[config.mk]
export PLATFORM = sky130hd
export DESIGN_NAME = seq_serializer
export DESIGN_NICKNAME = d
export VERILOG_FILES = /design/src/rtl/seq_pkg.sv /design/src/rtl/seq_hold_reg.sv /design/src/rtl/seq_serializer.sv
export SDC_FILE = /design/constraint.sdc
export NUM_CORES = 1
export LEC_CHECK = 0
export ABC_AREA = 1
export BUFFER_PORTS_ARGS = -buffer_cell sky130_fd_sc_hd__buf_2
export CAP_MARGIN = 20
export CORE_UTILIZATION = 55
export CTS_CLUSTER_SIZE = 28
export DETAILED_ROUTE_END_ITERATION = 12
export GPL_ROUTABILITY_DRIVEN = 0
export PLACE_DENSITY = 0.77
export SYNTH_ARGS = -nofsm -noshare
export SYNTH_HDL_FRONTEND = slang
export SYNTH_SLANG_ARGS = --single-unit
export TNS_END_PERCENT = 100
[constraint.sdc]
create_clock -name clk -period 1.7 [get_ports clk]
set_input_delay 0 -clock clk [delete_from_list [all_inputs] [get_ports clk]]
set_output_delay 0 -clock clk [all_outputs]
set_load 0.01 [all_outputs]
[src/rtl/seq_pkg.sv]
// Shared types and defaults for the serial bit feeder in front of the 101 detector.
package seq_pkg;

  localparam int unsigned SEQ_WORD_W   = 8;
  localparam logic        SEQ_IDLE_BIT = 1'b0;

  typedef enum logic {
    IDLE  = 1'b0,
    SHIFT = 1'b1
  } ser_state_t;

endpackage

[src/rtl/seq_hold_reg.sv]
// One-entry word buffer with a full flag.
// Ports:
//   clk, rst    - clock, asynchronous active-high reset
//   i_wr_en     - capture i_wr_data and set full
//   i_wr_data   - word to store
//   i_take      - release the stored word (clears full)
//   o_data      - stored word
//   o_full      - a word is stored
// The caller never asserts i_wr_en and i_take together.
module seq_hold_reg
  import seq_pkg::*;
#(
  parameter int unsigned WIDTH = SEQ_WORD_W
) (
  input  logic             clk,
  input  logic             rst,
  input  logic             i_wr_en,
  input  logic [WIDTH-1:0] i_wr_data,
  input  logic             i_take,
  output logic [WIDTH-1:0] o_data,
  output logic             o_full
);

  logic [WIDTH-1:0] r_data;
  logic             r_full;

  // Storage and occupancy flag.
  always_ff @(posedge clk or posedge rst) begin
    if (rst) begin
      r_data <= '0;
      r_full <= 1'b0;
    end else if (i_wr_en) begin
      r_data <= i_wr_data;
      r_full <= 1'b1;
    end else if (i_take) begin
      r_full <= 1'b0;
    end
  end

  assign o_data = r_data;
  assign o_full = r_full;

endmodule

[src/rtl/seq_serializer.sv]
// Parallel-to-serial feeder: accepts WIDTH-bit words on a valid/ready
// handshake and emits one bit per clock on x, with a one-word hold register
// so consecutive words stream without gaps.
// Ports:
//   clk, rst   - clock, asynchronous active-high reset
//   din        - parallel word
//   din_valid  - din holds a word
//   din_ready  - a word can be accepted this cycle (combinational)
//   x          - serial bit (IDLE_BIT when x_valid is low)
//   x_valid    - x carries a data bit
//   sof, eof   - x is the first / last bit of a word
//   busy       - a word is shifting or held
module seq_serializer
  import seq_pkg::*;
#(
  parameter int unsigned WIDTH     = SEQ_WORD_W,
  parameter bit          MSB_FIRST = 1'b1,
  parameter logic        IDLE_BIT  = SEQ_IDLE_BIT
) (
  input  logic             clk,
  input  logic             rst,
  input  logic [WIDTH-1:0] din,
  input  logic             din_valid,
  output logic             din_ready,
  output logic             x,
  output logic             x_valid,
  output logic             sof,
  output logic             eof,
  output logic             busy
);

  localparam int unsigned     CNT_W    = $clog2(WIDTH);
  localparam logic [CNT_W-1:0] CNT_LAST = CNT_W'(WIDTH - 1);

  ser_state_t       r_state, w_state_nxt;
  logic [CNT_W-1:0] r_cnt, w_cnt_nxt;
  logic [WIDTH-1:0] r_shift, w_shift_nxt, w_shift_adv;
  logic             r_x, r_x_valid, r_sof, r_eof;
  logic             w_x_nxt, w_x_valid_nxt, w_sof_nxt, w_eof_nxt;
  logic             w_accept, w_last;
  logic             w_hold_wr, w_hold_take, w_hold_full;
  logic [WIDTH-1:0] w_hold_data;

  seq_hold_reg #(.WIDTH(WIDTH)) u_hold (
    .clk       (clk),
    .rst       (rst),
    .i_wr_en   (w_hold_wr),
    .i_wr_data (din),
    .i_take    (w_hold_take),
    .o_data    (w_hold_data),
    .o_full    (w_hold_full)
  );

  assign din_ready = !w_hold_full && !rst;
  assign w_accept  = din_valid && din_ready;
  assign w_last    = (r_cnt == CNT_LAST);

  // Shifter advanced by one bit towards the output end.
  always_comb begin
    if (MSB_FIRST) w_shift_adv = {r_shift[WIDTH-2:0], 1'b0};
    else           w_shift_adv = {1'b0, r_shift[WIDTH-1:1]};
  end

  // Next state, counter, shifter and hold control; outputs are precomputed
  // from the next state so they register in step with it.
  always_comb begin
    w_state_nxt = r_state;
    w_cnt_nxt   = r_cnt;
    w_shift_nxt = r_shift;
    w_hold_wr   = 1'b0;
    w_hold_take = 1'b0;

    case (r_state)
      IDLE: begin
        if (w_accept) begin
          w_state_nxt = SHIFT;
          w_cnt_nxt   = '0;
          w_shift_nxt = din;
        end
      end
      SHIFT: begin
        if (!w_last) begin
          w_cnt_nxt   = r_cnt + CNT_W'(1);
          w_shift_nxt = w_shift_adv;
          w_hold_wr   = w_accept;
        end else if (w_hold_full) begin
          // din_ready is low here, so no write can collide with the take.
          w_hold_take = 1'b1;
          w_cnt_nxt   = '0;
          w_shift_nxt = w_hold_data;
        end else if (w_accept) begin
          w_cnt_nxt   = '0;
          w_shift_nxt = din;
        end else begin
          w_state_nxt = IDLE;
          w_cnt_nxt   = '0;
        end
      end
      default: begin
        w_state_nxt = IDLE;
        w_cnt_nxt   = '0;
      end
    endcase

    w_x_valid_nxt = (w_state_nxt == SHIFT);
    w_x_nxt       = IDLE_BIT;
    if (w_x_valid_nxt) begin
      w_x_nxt = MSB_FIRST ? w_shift_nxt[WIDTH-1] : w_shift_nxt[0];
    end
    w_sof_nxt = w_x_valid_nxt && (w_cnt_nxt == '0);
    w_eof_nxt = w_x_valid_nxt && (w_cnt_nxt == CNT_LAST);
  end

  // State, datapath and output registers.
  always_ff @(posedge clk or posedge rst) begin
    if (rst) begin
      r_state   <= IDLE;
      r_cnt     <= '0;
      r_shift   <= '0;
      r_x       <= IDLE_BIT;
      r_x_valid <= 1'b0;
      r_sof     <= 1'b0;
      r_eof     <= 1'b0;
    end else begin
      r_state   <= w_state_nxt;
      r_cnt     <= w_cnt_nxt;
      r_shift   <= w_shift_nxt;
      r_x       <= w_x_nxt;
      r_x_valid <= w_x_valid_nxt;
      r_sof     <= w_sof_nxt;
      r_eof     <= w_eof_nxt;
    end
  end

  assign x       = r_x;
  assign x_valid = r_x_valid;
  assign sof     = r_sof;
  assign eof     = r_eof;
  assign busy    = (r_state == SHIFT) || w_hold_full;

endmodule
==> results.ini <==
[run_status]
status=completed

[floorplan]
rows=16
die_height_um=48.3
ioPinCount=17
die_w_um=48.3
core_mm2=0.00198
die_area_mm2=0.00233
initial_core_util=0.594

[routing]
drtPass1Iterations=5
via_per_inst=4.93
vias=977
wl_per_cell_um=11.7
drt_wl_total_um=2320
routed.top_layer=met3
ant_nets=0
wl_met2_um=1130
drc_errors=0
met1_length_um=1080
route.met3.wl_um=111
dr.first_iter.drc_count=17

[worst_setup_path]
start_kind=flip-flop
cp_data_required_time_ns=1.94
critical_path_class=reg -> reg
cp_max_fo=9
cp-end-kind=flip-flop
arrival_ns=1.81

[yosys]
synth_cell_type_count=23
syn_area_per_cell_um2=8.23
synth_top_area_frac=0.510
syn-instance-count=143
syn_nets=156
synth.area.top_cells=dfrtp_1 51%, nand2_1 14%, nand3_1 6.8%, inv_1 6.1%, nor2_1 3.2%
synth_area_leader_cell=dfrtp_1
synth_seq_cells=24
synth_warnings=0
syn_area_mm2=0.00118
yosysSeqAreaShare=0.510

[pwr]
ir_drop_mv=0.983
power_density_mw_per_mm2=1660
p_leak_nw=0.799

[global_route]
grt_pass1_wl_um=3750
grt_pass1_vias=841
overflow=0
track_usage=0.229
grt_start_max_net_pins=25
antenna_found_initial=0

[placement]
place_hpwl_um=1700
portBuffers=16
preCtsSetupSlack_ns=0.108

[final_layout]
areaGrowthSynthToFinish_pct=20.7
drive_gt1_frac=0.193
multi_input_area_um2=483
diodes=0
final_util=0.717
fill_cells=162
ff_latch_area_um2=601
nets=185

[job]
maxCapViolCount=0

[timing]
rsz0062_at_grt=true
post-route-period-util=0.924
min_period_ns=1.57
hold_viol=0
clock_skew_ns=0.00942
setup_slack_ns=0.130
drv_slew=0
slew_headroom=0.769
fmax_mhz=637
finalSetupViolCount=0
worst_slew_pin_slew_ns=0.347

[clock_network]
insertion_delay_ns=0.31
clockRootBuffer=clkbuf_4
clk_pin_slew_ns=0.13
cts_buffer_depth=2
cts_tree=yes
clock-sinks=24
htreeDepth=1
cts_buffers=3

[min_path]
hp-class=in -> reg

## per-layer routing
metal	vias to the layer above	track usage
li1	509	-
met1	443	0.342
met2	25	0.371
met3	0	0.0333
met4	0	0.0167
met5	-	0
## area by class of cell
class | count | area share
clock buffers | 4 | 0.0255
inverters | 21 | 0.0581
repair buffers | 27 | 0.130
well taps | 27 | 0.0238
flip-flops and latches | 24 | 0.423
multi-input cells | 95 | 0.340
## stage by stage
stage	cells	instance area [um^2]	hold WS, ns	power (mW)	setup TNS, ns
final	198	1420	0.111	2.36	0
after floorplan	143	1180	0.0146	1.77	0
after global routing	198	1420	0.127	2.59	-0.0125
after detailed placement	185	1290	0.119	2.04	0
after CTS	198	1410	0.0991	2.35	0
after global placement	185	1290	0.107	1.99	0
## cells by family after synthesis
kind of cell	after synthesis	share of synthesized area
compound gates	17	0.0871
flops	24	0.510
buf+inv	24	0.0839
fa+ha+maj	2	0.0213
simple gates	76	0.298
## layout by cell type, fill, tap and decap left out, drive strengths merged
| cell | instances |
|---|---|
| o21ai | 3 |
| dlygate4sd3 | 9 |
| or2 | 1 |
| clkinvlp | 1 |
| clkbuf | 4 |
| nand3 | 17 |
| o22ai | 6 |
| nand2 | 47 |
| inv | 20 |
| ha | 2 |
| a21oi | 7 |
| nor2 | 11 |
| o211ai | 1 |
| buf | 18 |
| dfrtp | 24 |
## synth_stat cells, drive strengths merged
cell / instances
nand2: 47
nand3: 17
or2: 1
dfrtp: 24
o22ai: 6
o21ai: 3
inv: 20
o211ai: 1
clkinv: 1
nor2: 11
buf: 3
ha: 2
a21oi: 7
## state kept, by name, summed over array words and instances, names as in the netlist
signal,cells
r_cnt,3
r_shift,8
u_hold.o_full,1
x_valid,1
x,1
eof,1
u_hold.o_data,8
sof,1
## final timing paths
check | start | to | slack [ns] | cells after the start
worst max register to register | r_cnt[0] | eof | 0.13 | 9
max in group asynchronous | rst | sof | 1.15 | 4
worst min-delay path | din_valid | r_shift[2] | 0.11 | 5
worst min register to register | u_hold.o_data[6] | u_hold.o_data[6] | 0.50 | 2
worst max-delay path | r_cnt[0] | eof | 0.13 | 9
min in group asynchronous | rst | r_shift[0] | 0.31 | 4
## power breakdown
part / switching [mW] / leakage, nW / internal (mW)
Sequential: 0.195 / 0.292 / 0.838
Combinational: 0.618 / 0.486 / 0.413
Clock: 0.167 / 0.0210 / 0.131
Total: 0.979 / 0.799 / 1.38
## worst max-delay path, stage by stage (launching register included)
cell and delay [ns]:
dfrtp_1 0.42, ha_1 0.21, ha_1 0.19, inv_1 0.13, nand2_4 0.12, nor2_1 0.18, inv_1 0.06, nand2_1 0.08
nand2_1 0.06, nor2_1 0.08
## what timing repair did
item / CTS / global route
hold buffers: 9 / 0
setup endpoints to repair: 0 / 9
setup buffers: 0 / 0
gates resized for setup: 0 / 2
hold endpoints to repair: 33 / 0
(Power assumes the default switching activity.)
